File: src/rtl/sample.sv
// sample: per-bit synchronizer and debouncer for an asynchronous level bus.
// Each bit of A passes through two flops, then must disagree with B for
// STABLE_CYCLES consecutive clocks before B adopts the new value.
module sample #(
  parameter int WIDTH         = 4,
  parameter int STABLE_CYCLES = 4   // legal range 1..255
) (
  input  logic             clk,
  input  logic             rst_n,
  input  logic [WIDTH-1:0] A,
  output logic [WIDTH-1:0] B
);

  // Counter must hold STABLE_CYCLES-1; one bit minimum when STABLE_CYCLES is 1.
  localparam int               CNT_W   = (STABLE_CYCLES > 1) ? $clog2(STABLE_CYCLES) : 1;
  localparam logic [CNT_W-1:0] CNT_MAX = CNT_W'(STABLE_CYCLES - 1);

  logic [WIDTH-1:0]            s1_q, s2_q;
  logic [WIDTH-1:0]            b_q, b_d;
  logic [WIDTH-1:0][CNT_W-1:0] cnt_q, cnt_d;

  // Two-flop synchronizer; nothing downstream sees A before s2_q.
  // NOTE: sequential state uses non-blocking (<=) so every flop samples
  // pre-edge values; blocking here would collapse s1 and s2 into one stage.
  always_ff @(posedge clk or negedge rst_n) begin
    if (!rst_n) begin
      s1_q <= '0;
      s2_q <= '0;
    end else begin
      s1_q <= A;
      s2_q <= s1_q;
    end
  end

  // Per-bit stability filter: count disagreement, load B on the last count,
  // clear the count whenever the synchronized bit agrees with B again.
  // NOTE: both outputs get a default before the loop so no path leaves them
  // unassigned, which would otherwise infer latches.
  always_comb begin
    b_d   = b_q;
    cnt_d = cnt_q;
    for (int i = 0; i < WIDTH; i++) begin
      if (s2_q[i] == b_q[i]) begin
        cnt_d[i] = '0;
      end else if (cnt_q[i] == CNT_MAX) begin
        b_d[i]   = s2_q[i];
        cnt_d[i] = '0;
      end else begin
        cnt_d[i] = cnt_q[i] + CNT_W'(1);
      end
    end
  end

  // Filter state registers; reset discards any count in progress.
  always_ff @(posedge clk or negedge rst_n) begin
    if (!rst_n) begin
      b_q   <= '0;
      cnt_q <= '0;
    end else begin
      b_q   <= b_d;
      cnt_q <= cnt_d;
    end
  end

  // B comes straight from flops: no combinational path from A.
  assign B = b_q;

endmodule

File: config.mk
export PLATFORM = sky130hd
export DESIGN_NAME = sample
export DESIGN_NICKNAME = d
export VERILOG_FILES = /design/src/rtl/sample.sv
export SDC_FILE = /design/constraint.sdc
export NUM_CORES = 1
export LEC_CHECK = 0
export CORE_MARGIN = 1.5
export CORE_UTILIZATION = 45
export CTS_CLUSTER_DIAMETER = 60
export DETAILED_ROUTE_END_ITERATION = 8
export MAX_ROUTING_LAYER = met4
export PLACE_DENSITY = 0.73
export SLEW_MARGIN = 15
export SYNTH_ARGS = -nofsm -noshare
export SYNTH_HDL_FRONTEND = slang
export SYNTH_SLANG_ARGS = --single-unit
File: constraint.sdc
create_clock -name clk -period 1.01 [get_ports clk]
set_clock_uncertainty 0.05 [all_clocks]
set_input_delay 0.1515 -clock clk [delete_from_list [all_inputs] [get_ports clk]]
set_output_delay 0.1515 -clock clk [all_outputs]
set_load 0.005 [all_outputs]
* After elaboration in Yosys (flattened, before gate mapping)
Index checks and enable logic that the tools add are counted.
** Word-level totals
- Register bits after elaboration :: 20
- Input bits :: 6
- Output and inout port bits :: 4
- Logic and storage cells :: 38
** Operators by class
- Add/sub/neg operators :: 4
- Eq/ne operators :: 8
- Mux-type cells :: 8
- Bitwise logic cells :: 4
- Reductions and logical operators :: 4
** Operators with widths (number)
- 2-to-1 mux 2 bit :: 8
- adder 2 x 1 -> 2 bit (second input constant) :: 4
- equality test 2 bit (second input constant) :: 4
- AND reduction 2 bit :: 4
- equality test 1 bit :: 4
- inverter 1 bit :: 4

* Depth between registers and ports, before layout
- Depth in word-level cells :: 3
- Depth in mapped cells :: 2

* Worst setup path before layout
No wires, ideal clock.
- Kind :: register to register
- Start point :: register cnt_q[4] (netlist name)
- End point :: register b_q[2] (netlist: B[2])
- Library setup time :: 0.128 ns
- Arrival :: 0.885 ns
- Slack :: -0.053 ns
- Cell stages (with the launch flop) :: 3
- Period minus slack after synthesis :: 1.063 ns
- Cells stage by stage :: dfrtp_1 ha_1 mux2_1
** On the way
- Cells in the longest elaborated chain, start to end :: 2
** RTL lines
- start: declaration :: RTL line 20 : logic [WIDTH-1:0][CNT_W-1:0] cnt_q, cnt_d;
- start signal: assignment :: RTL line 61 : cnt_q <= cnt_d;
- equality test 2 bit :: RTL line 45 : end else if (cnt_q[i] == CNT_MAX) begin
- AND reduction 2 bit (no source line)
- end signal: assignment :: RTL line 57 : b_q <= '0;
- end signal: assignment :: RTL line 60 : b_q <= b_d;
- end: declaration :: RTL line 19 : logic [WIDTH-1:0] b_q, b_d;
No other way between the ends.
A chain may end at the register's enable or synchronous reset.

* Worst setup path after layout
- Start point :: register cnt_q[0] (netlist name)
- End point :: register b_q[0] (netlist: B[0])
The elaborated chain is that of the path after synthesis.

==> impl_metrics.csv <==
group,metric,value,unit
run_status,outcome,"complete, but fails checks",
run_status,failed_checks,"setup timing",
final_layout,antenna_cells,0,
timing,tightest_slew,0.249,ns
setup_path,slowest_delay,0.43,ns
final_layout,layout_commonest_cell,"dfrtp_1",
synthesis,syn_area_per_cell,17.5,sq um
drt,vias,405,
drt,drtIter0Drc,1,
job,drv_cap,0,
global_routing,grt_pass1_wl,2290,um
setup_path,critical_path.max_fanout,2,
placement,place_congestion,0.715,
setup_path,path_class,"reg -> reg",
die,die_h,42.4,um
die,start_util,0.474,
timing,setup_slack,-0.0635,ns
clock_network,ctsHoldBuffers,0,
synthesis,syn_inst,40,
clock_network,root_buffer,"clkbuf_4",
timing,finalCritPeriodShare,1.06,
global_routing,grt_max_degree,21,
global_routing,overflow,0,
clock_network,htree_levels,1,
final_layout,syn_to_final_growth,53.8,%
timing,max_slew_margin,0.834,
placement,dpl_worst_slack,-0.0400,ns
final_layout,final_cell_mix,"20 x dfrtp_1, 11 x buf_4, 5 x clkdlybuf4s50_1",
global_routing,grtUsageTotal,0.198,
drt,ant_nets,0,
timing,setup_viol,9,
placement,place_hpwl,903,um
final_layout,nets,79,
drt,wl_per_cell,16.4,um
timing,rsz0062_at_grt,"yes",
final_layout,drive_gt1_frac,0.603,
final_layout,design_area,1070,sq um
final_layout,final_cells,84,
setup_path,r2r_slack,-0.06,ns
die,row_count,14,
drt,routed_wl,1370,um
clock_network,clockBufferDepth,2,
power_and_ir_drop,p_total,3.15,mW
synthesis,synth_fp_nets,50,
synthesis,ys_seq_area_frac,0.717,
timing,maxSlewViolCount,0,
drt,route.detailed.drc,0,
synthesis,ys_ff_latch,20,
placement,placed_area,931,sq um
setup_path,crit_slowest_cell,"dfrtp_1",
timing,min_period,1.07,ns
synthesis,syn_area,698,sq um
setup_path,cp-end-kind,"register",
setup_path,cp_num_buf_inv,0,
placement,place_inst,78,
synthesis,synth_warnings,0,
hold_path,hp-class,"in -> async",
setup_path,worstPathRequired,1.16,ns
die,boundaryPins,10,
setup_path,critPathArrivalTime,1.22,ns
placement,io_buffer_count,9,
setup_path,worstPathCellList,"ha_4 -> mux2_4",
timing,max_clock_freq,0.932,GHz
clock_network,cts.clk_slew.worst_paths,0.12,ns
global_routing,antenna_found_initial,0,
die,fp.dieArea,1800,sq um
final_layout,fin_util,0.730,
global_routing,grt_pass1_vias,487,
power_and_ir_drop,irDropWorstVdd,1.96,mV
die,core_area,1470,sq um
clock_network,tritoncts,"built",
clock_network,clk_latency,0.31,ns
die,fp.dieW,42.4,um
clock_network,cts-buffers-inserted,3,
drt,drt_pass1_iterations,2,
drt,via_per_inst,4.82,
power_and_ir_drop,power.density,2940,nW/um^2
synthesis,yosysUniqueCellTypes,9,
setup_path,cpLargestDelayFamily,"flip-flops",
power_and_ir_drop,cellLeakagePower,0.503,nW
timing,hold_viol_final,0,
setup_path,start_kind,"register",
clock_network,clock-sinks,20,
[where the power goes]
| group | internal (mW) | switching, mW |
|---|---|---|
| Clock | 0.402 | 0.255 |
| Combinational | 0.844 | 0.482 |
| Sequential | 1.03 | 0.146 |
| Total | 2.27 | 0.882 |
[area by class of cell]
cell class	instances	area (sq um)
clock buffers	3	22.5
clock inverters	1	30.0
fillers	105	398
multi-input cells	20	303
flip-flops and latches	20	500
well taps	16	20.0
repair buffers	24	198
[logic make-up (layout without fill, tap and decap cells)]
logic type	after synthesis	count (layout)	share of synthesized area
muxes	4	4	0.0645
DFF	20	20	0.717
and+or+nand+nor	8	8	0.0968
buffers and inverters	0	28	0
xor gates and xnor gates	4	4	0.0502
adders and majority gates	4	4	0.0717
[path summary, 6_finish.rpt]
check | start | to | cells past startpoint
max | cnt_q[0] | B[0] | 2
max reg2reg | cnt_q[0] | B[0] | 2
min reg2reg | s1_q[1] | s2_q[1] | 0
max in group asynchronous | rst_n | B[0] | 2
min in group clk | A[1] | s1_q[1] | 1
min | rst_n | B[2] | 2
[through the flow]
| stage | hold slack, ns | setup TNS (ns) |
|---|---|---|
| 2_1_floorplan | -0.194 | -0.00902 |
| 3_3_place_gp | 0.281 | -0.0384 |
| 3_5_place_dp | 0.289 | -0.203 |
| 4_1_cts | 0.114 | -0.312 |
| 5_1_grt | 0.116 | -0.734 |
| 6_report | 0.102 | -0.321 |
[synthesized netlist by cell type]
cell,count,share of area
and2_1,1,0.0090
dfrtp_1,20,0.72
ha_1,4,0.072
mux2_1,4,0.065
nor2b_1,3,0.027
nor3_2,3,0.043
nor3b_2,1,0.018
xnor2_1,3,0.038
xor2_1,1,0.013
[state kept, by name, summed over array words and instances, names as in the netlist]
name,cells
B,4
s1_q,4
s2_q,4
cnt_q,8
[worst reg2reg max path, stage by stage, from the launching register on]
cell and delay (ns):
dfrtp_1 0.43, ha_4 0.18, mux2_4 0.30
[layer usage]
| layer | vias to the layer above | track usage | part of all wire |
|---|---|---|---|
| li1 | 188 | - | - |
| met1 | 205 | 0.216 | 0.36 |
| met2 | 8 | 0.323 | 0.58 |
| met3 | 4 | 0.0431 | 0.028 |
| met4 | 0 | 0.131 | 0.031 |
| met5 | - | - | 0 |
[timing repair]
| action | 4_1_cts | 5_1_grt |
|---|---|---|
| setup endpoints to repair | 14 | 15 |
| resized for setup | 19 | 11 |
| gates cloned | 0 | 0 |
| pin swaps | 4 | 4 |
| buffers inserted | 3 | 1 |
Note: power is estimated with default switching activity, not from simulation.
